==> src/rtl/mips_gpio_port_pkg.sv <==
// rtl/mips_gpio_port_pkg.sv - GPIO register offsets and register decode enum
package mips_gpio_port_pkg;

    localparam logic [3:0] GPIO_OFS_OUT    = 4'h0;
    localparam logic [3:0] GPIO_OFS_IN     = 4'h4;
    localparam logic [3:0] GPIO_OFS_STATUS = 4'h8;
    localparam logic [3:0] GPIO_OFS_CFG    = 4'hC;

    // Word index of each register, i.e. addr[3:2]
    typedef enum logic [1:0] {
        REG_OUT    = 2'd0,
        REG_IN     = 2'd1,
        REG_STATUS = 2'd2,
        REG_CFG    = 2'd3
    } gpio_reg_e;

    function automatic gpio_reg_e reg_of_addr(input logic [31:0] addr);
        return gpio_reg_e'(addr[3:2]);
    endfunction

endpackage

==> src/rtl/mips_gpio_port_if.sv <==
// rtl/mips_gpio_port_if.sv - data-memory bus slice seen by the GPIO port
interface mips_gpio_port_if;
    import mips_gpio_port_pkg::*;

    logic [31:0] addr;
    logic [31:0] wdata;
    logic        we;
    logic        re;
    logic [31:0] rdata;
    logic        rvalid;

    modport master (
        output addr, wdata, we, re,
        input  rdata, rvalid
    );

    modport slave (
        input  addr, wdata, we, re,
        output rdata, rvalid
    );

endinterface

==> src/rtl/mips_gpio_port_debounce.sv <==
// rtl/mips_gpio_port_debounce.sv - per-bit debounce of a synchronized input
module gpio_debounce
    import mips_gpio_port_pkg::*;
#(
    parameter int DEB_CYCLES = 4
) (
    input  logic clk,
    input  logic reset,
    input  logic d,
    output logic q,
    output logic change
);

    localparam int            CW   = $clog2(DEB_CYCLES + 1);
    localparam logic [CW-1:0] LAST = CW'(DEB_CYCLES - 1);

    logic [CW-1:0] cnt;

    // change is high in the cycle whose edge flips q
    assign change = (d != q) && (cnt == LAST);

    always_ff @(posedge clk or posedge reset) begin
        if (reset) begin
            q   <= 1'b0;
            cnt <= '0;
        end else if (d == q) begin
            cnt <= '0;
        end else if (change) begin
            q   <= d;
            cnt <= '0;
        end else begin
            cnt <= cnt + CW'(1);
        end
    end

endmodule

==> src/rtl/mips_gpio_port.sv <==
// rtl/mips_gpio_port.sv - memory-mapped GPIO: sync, debounce, edge capture, output reg
module mips_gpio_port
    import mips_gpio_port_pkg::*;
#(
    parameter logic [31:0]        BASE_ADDR  = 32'h1000_0000,
    parameter int                 GPIO_W     = 8,
    parameter int                 DEB_CYCLES = 4,
    parameter logic [GPIO_W-1:0]  OUT_RESET  = '0
) (
    input  logic              clk,
    input  logic              reset,
    mips_gpio_port_if.slave   bus,
    output logic              irq,
    input  logic [GPIO_W-1:0] GPIO_i,
    output logic [GPIO_W-1:0] GPIO_o
);

    logic [GPIO_W-1:0] sync1, sync2;
    logic [GPIO_W-1:0] deb, deb_chg, deb_next;
    logic [GPIO_W-1:0] out_reg, status, status_next;
    logic [GPIO_W-1:0] cfg_rise, cfg_fall;
    logic [GPIO_W-1:0] rise, fall, w1c;
    logic              sel, wr_en, rd_en;
    gpio_reg_e         ofs;
    logic [31:0]       rd_mux;
    logic              unused_bits;

    assign sel   = (bus.addr[31:4] == BASE_ADDR[31:4]);
    assign wr_en = bus.we & sel;
    assign rd_en = bus.re & sel;
    assign ofs   = reg_of_addr(bus.addr);

    // Byte lane bits are not decoded; wdata is only partly consumed
    assign unused_bits = ^{bus.addr[1:0], bus.wdata};

    always_ff @(posedge clk or posedge reset) begin
        if (reset) begin
            sync1 <= '0;
            sync2 <= '0;
        end else begin
            sync1 <= GPIO_i;
            sync2 <= sync1;
        end
    end

    for (genvar gi = 0; gi < GPIO_W; gi++) begin : g_deb
        gpio_debounce #(
            .DEB_CYCLES (DEB_CYCLES)
        ) u_deb (
            .clk    (clk),
            .reset  (reset),
            .d      (sync2[gi]),
            .q      (deb[gi]),
            .change (deb_chg[gi])
        );
    end

    assign deb_next = deb ^ deb_chg;
    assign rise     = deb_next & ~deb & cfg_rise;
    assign fall     = ~deb_next & deb & cfg_fall;

    // A new edge in the same cycle as its W1C keeps the flag set
    assign w1c         = (wr_en && ofs == REG_STATUS) ? bus.wdata[GPIO_W-1:0] : '0;
    assign status_next = (status & ~w1c) | rise | fall;

    always_comb begin
        rd_mux = '0;
        unique case (ofs)
            REG_OUT:    rd_mux[GPIO_W-1:0] = out_reg;
            REG_IN:     rd_mux[GPIO_W-1:0] = deb;
            REG_STATUS: rd_mux[GPIO_W-1:0] = status;
            REG_CFG: begin
                rd_mux[GPIO_W-1:0]  = cfg_rise;
                rd_mux[GPIO_W+15:16] = cfg_fall;
            end
            default:    rd_mux = '0;
        endcase
    end

    always_ff @(posedge clk or posedge reset) begin
        if (reset) begin
            out_reg    <= OUT_RESET;
            cfg_rise   <= '0;
            cfg_fall   <= '0;
            status     <= '0;
            irq        <= 1'b0;
            bus.rdata  <= '0;
            bus.rvalid <= 1'b0;
        end else begin
            status     <= status_next;
            irq        <= |status_next;
            bus.rvalid <= rd_en;
            // rd_mux sees pre-write state, so a combined load+store reads the old value
            if (rd_en) begin
                bus.rdata <= rd_mux;
            end
            if (wr_en) begin
                case (ofs)
                    REG_OUT: out_reg <= bus.wdata[GPIO_W-1:0];
                    REG_CFG: begin
                        cfg_rise <= bus.wdata[GPIO_W-1:0];
                        cfg_fall <= bus.wdata[GPIO_W+15:16];
                    end
                    default: ;
                endcase
            end
        end
    end

    assign GPIO_o = out_reg;

endmodule

==> src/flat_wrapper.sv <==
// flat-port wrapper written by rule: the top's interface ports become plain ports
module mips_gpio_port_flat import mips_gpio_port_pkg::*;
#(
    parameter logic [31:0]        BASE_ADDR  = 32'h1000_0000,
    parameter int                 GPIO_W     = 8,
    parameter int                 DEB_CYCLES = 4,
    parameter logic [GPIO_W-1:0]  OUT_RESET  = '0
)
  (clk, reset, irq, GPIO_i, GPIO_o, bus_addr, bus_wdata, bus_we, bus_re, bus_rdata, bus_rvalid);
  mips_gpio_port_if bus_i ();
  input  logic clk;
  input  logic reset;
  output logic irq;
  input  logic [GPIO_W-1:0] GPIO_i;
  output logic [GPIO_W-1:0] GPIO_o;
  input wire logic [$bits(bus_i.addr)-1:0] bus_addr;
  input wire logic [$bits(bus_i.wdata)-1:0] bus_wdata;
  input wire logic [$bits(bus_i.we)-1:0] bus_we;
  input wire logic [$bits(bus_i.re)-1:0] bus_re;
  output wire logic [$bits(bus_i.rdata)-1:0] bus_rdata;
  output wire logic [$bits(bus_i.rvalid)-1:0] bus_rvalid;
  assign bus_i.addr = bus_addr;
  assign bus_i.wdata = bus_wdata;
  assign bus_i.we = bus_we;
  assign bus_i.re = bus_re;
  assign bus_rdata = bus_i.rdata;
  assign bus_rvalid = bus_i.rvalid;
  mips_gpio_port #(.BASE_ADDR(BASE_ADDR), .GPIO_W(GPIO_W), .DEB_CYCLES(DEB_CYCLES), .OUT_RESET(OUT_RESET)) u_core (.clk(clk), .reset(reset), .bus(bus_i), .irq(irq), .GPIO_i(GPIO_i), .GPIO_o(GPIO_o));
endmodule
==> config.mk <==
export PLATFORM = sky130hd
export DESIGN_NAME = mips_gpio_port_flat
export DESIGN_NICKNAME = d
export VERILOG_FILES = /design/src/rtl/mips_gpio_port_pkg.sv /design/src/rtl/mips_gpio_port_if.sv /design/src/rtl/mips_gpio_port_debounce.sv /design/src/rtl/mips_gpio_port.sv /design/src/flat_wrapper.sv
export SDC_FILE = /design/constraint.sdc
export NUM_CORES = 1
export LEC_CHECK = 0
export CORE_ASPECT_RATIO = 1.4
export CORE_MARGIN = 1.5
export CORE_UTILIZATION = 54
export CTS_BUF_LIST = sky130_fd_sc_hd__clkbuf_8
export DETAILED_ROUTE_END_ITERATION = 10
export PLACE_DENSITY = 0.88
export SLEW_MARGIN = 20
export SYNTH_ARGS = -nofsm -noshare
export SYNTH_HDL_FRONTEND = slang
export SYNTH_HIERARCHICAL = 1
export SYNTH_SLANG_ARGS = --single-unit
==> constraint.sdc <==
create_clock -name clk -period 5.4 [get_ports clk]
set_input_delay 0.81 -clock clk [delete_from_list [all_inputs] [get_ports clk]]
set_output_delay 0.81 -clock clk [all_outputs]
set_load 0.05 [all_outputs]
==> flow_summary_export.csv <==
group,metric,value,unit
outcome,status,"complete, no violations",
placed_design,placedCellCount,500,
sta,fmaxAchievable,326,MHz
layout,finalNonFillerCells,516,
clocking,ctsResizeCount,0,
global_route,grt.overflow.total,0,
pwr,power_density,302,nW/µm²
hold_path,hold_start,"u_core/sync1[0]$_DFF_PP0_",
synthesis,avgSynthCellArea,13.4,µm²
sta,rsz0062_at_grt,"no",
hold_path,hold_path_end,"u_core/sync2[0]$_DFF_PP0_",
layout,final_cell_area,5360,µm²
hold_path,worstHoldPathCells,0,
layout,fin_nets,495,
sta,finalCriticalPeriod,3.07,ns
drt,wl_per_cell,17.0,µm
drt,ant_nets,0,
pwr,leakage,0.00246,µW
sta,worst_pin_slew,0.981,ns
critical_path,rr_startpoint,"u_core/g_deb[6].u_deb/cnt[0]$_DFF_PP0_",
critical_path,reg2regPathDepth,6,
critical_path,end_kind,"register",
job,maxCapViolations,0,
synthesis,synth_seq_area_share,0.566,
sta,min_period_over_period,0.568,
clocking,post_cts_buffers,0,
drt,totalWireLength,8.78,mm
clocking,cts.clk_slew.worst_paths,0.08,ns
placed_design,dpl_cell_area,5200,µm²
global_route,grt.total_usage,0.224,
critical_path,r2r_end,"u_core/irq$_DFF_PP0_",
sta,maxSlewHeadroom,0.344,
drt,avgViaCountPerCell,5.50,
sta,hold_viol_final,0,
synthesis,syn_inst,324,
clocking,htree_levels,3,
global_route,grt_pass1_vias,3032,
clocking,clk_path_buf_depth,2,
synthesis,synth-edff-count,0,
floorplanning,fp.dieH,109,µm
drt,num_vias,2840,
clocking,hold_buffers,0,
clocking,clkLatencyLatePin,0.36,ns
critical_path,r2r_slack,3.71,ns
placed_design,gp_congestion,0.808,
critical_path,cp.required,5.63,ns
clocking,cts_root_buf,"clkbuf_8",
placed_design,port_buffers,83,
drt,first_pass_iters,4,
clocking,cts_sinks,98,
floorplanning,die_w,78.7,µm
floorplanning,ios,118,
sta,fin_tns_setup,0,ns
floorplanning,dieArea,8580,µm²
layout,area_delta_synth_final,23.7,%
drt,route.detailed.drc,0,
layout,fin_util,0.692,
drt,drtIter0Drc,161,
sta,whs,0.354,ns
critical_path,startpoint_type,"input pin",
synthesis,ys_warn_count,6,
critical_path,path_class,"in -> reg",
sta,finalSetupViolCount,0,
sta,clock_skew,0.00801,ns
hold_path,hold_class,"reg -> reg",
synthesis,ys_types,37,
global_route,grt_pass1_wl,14.2,mm
global_route,antenna_found_initial,0,
floorplanning,core,7750,µm²
critical_path,crit_path_max_fanout,11,
floorplanning,initial_core_util,0.559,
synthesis,syn-cell-area,4330,µm²
critical_path,crit_start,"bus_addr[3]",
layout,drive_gt1_frac,0.209,
floorplanning,rows,38,
synthesis,ys_ff_latch,98,
placed_design,dp_hpwl,6.56,mm
critical_path,arrival,3.30,ns
global_route,grt_max_degree,51,
sta,slew_violations,0,
synthesis,synthArstFlopShare,1.00,
layout,diodes,0,
synthesis,synthFlopType,"dfrtp_1",
clocking,cts-buffers-inserted,9,
clocking,tritoncts,"yes",
pwr,ir_worst_vdd,0.145,mV
## layout by cell type (no fill, tap or decap), types with 10 or more instances in the layout
master / synthesis / routed
o21ai_0: 10 / 10
dfrtp_1: 98 / 98
conb_1: 1 / 16
nand2_1: 24 / 24
nor2b_1: 14 / 14
inv_1: 14 / 17
nor3b_1: 16 / 16
clkbuf_8: 0 / 10
clkdlybuf4s50_1: 0 / 83
mux2_2: 48 / 48
## synthesized netlist by cell type (2+ instances only)
cell | number | area [µm²]
nand4_1 | 2 | 12.5
inv_1 | 14 | 52.6
nor4_1 | 8 | 50.1
dfrtp_1 | 98 | 2450
nor2b_4 | 8 | 110
nand2_1 | 24 | 90.1
a221o_2 | 3 | 33.8
mux2_2 | 48 | 541
xnor2_1 | 8 | 70.1
buf_2 | 3 | 15.0
o21ai_0 | 10 | 50.1
buf_4 | 16 | 120
nor3_1 | 8 | 40.0
nor2b_1 | 14 | 87.6
nor4_2 | 2 | 25.0
and2_1 | 2 | 12.5
nor2_1 | 2 | 7.51
nand3_1 | 2 | 10.0
nor3b_1 | 16 | 120
a21oi_1 | 3 | 15.0
clkbuf_1 | 3 | 11.3
mux4_2 | 8 | 180
ha_1 | 8 | 100
## metal layers
layer  GRT usage  routed length [µm]  vias to the layer above
met2       0.406                4810                       85
met1       0.245                3330                     1457
met3      0.0561                 494                       14
met4       0.103                 144                        0
li1            -                   -                     1284
met5           0                   0                        -
## worst max-delay path, stage by stage
cell,delay (ns)
clkdlybuf4s50_1,0.86
and3b_2,0.31
nand4_1,0.10
or3_1,0.49
a221o_1,0.44
nor3_2,0.17
nand4b_1,0.11
## how the worst max path moves through the flow
stage | to | slack (ns) | depth (start not counted)
floorplan | u_core/GPIO_o[0]$_DFFE_PP0P_ | 2.94 | 1
global placement | u_core/irq$_DFF_PP0_ | 1.98 | 7
detailed placement | u_core/irq$_DFF_PP0_ | 1.95 | 7
CTS | u_core/irq$_DFF_PP0_ | 2.34 | 7
global route | u_core/bus.rdata[7]$_DFFE_PP0P_ | 2.19 | 6
finish | u_core/irq$_DFF_PP0_ | 2.33 | 7
## registers in the layout (all words and copies together), names as in the netlist
name,count
u_core/GPIO_o,8
u_core/cfg_rise,8
u_core/bus.rdata,16
u_core/sync2,8
u_core/sync1,8
u_core/irq,1
u_core/status,8
u_core/g_deb.u_deb/cnt,24
u_core/g_deb.u_deb/q,8
u_core/bus.rvalid,1
u_core/cfg_fall,8
## where the power goes
group	switching, µW	internal [µW]
sequential	68.0	819
clock	227	173
combinational	151	182
## stage by stage
stage	total power [µW]	setup slack (ns)
finish	1620	2.33
global route	1710	2.19
CTS	1640	2.34
detailed placement	1240	1.95
global placement	1200	1.98
floorplan	1130	2.94
## logic make-up after synthesis
group	count (synthesis)	share of synthesized area
other cells	1	0.000865
fa+ha+maj	8	0.0231
simple gates	97	0.150
mux	56	0.166
buf+inv	37	0.0485
compound gates	19	0.0294
flops	98	0.566
xor+xnor	8	0.0162
## cell type report
| type | instances | area [µm²] |
|---|---|---|
| sequential | 98 | 2450 |
| inverter | 14 | 52.6 |
| multi-input combinational | 204 | 1730 |
| fill | 538 | 2390 |
| tap | 100 | 125 |
| timing repair buffer | 84 | 838 |
| clock inverter | 6 | 27.5 |
| clock buffer | 10 | 138 |
Power figures use the tool's default switching activity.
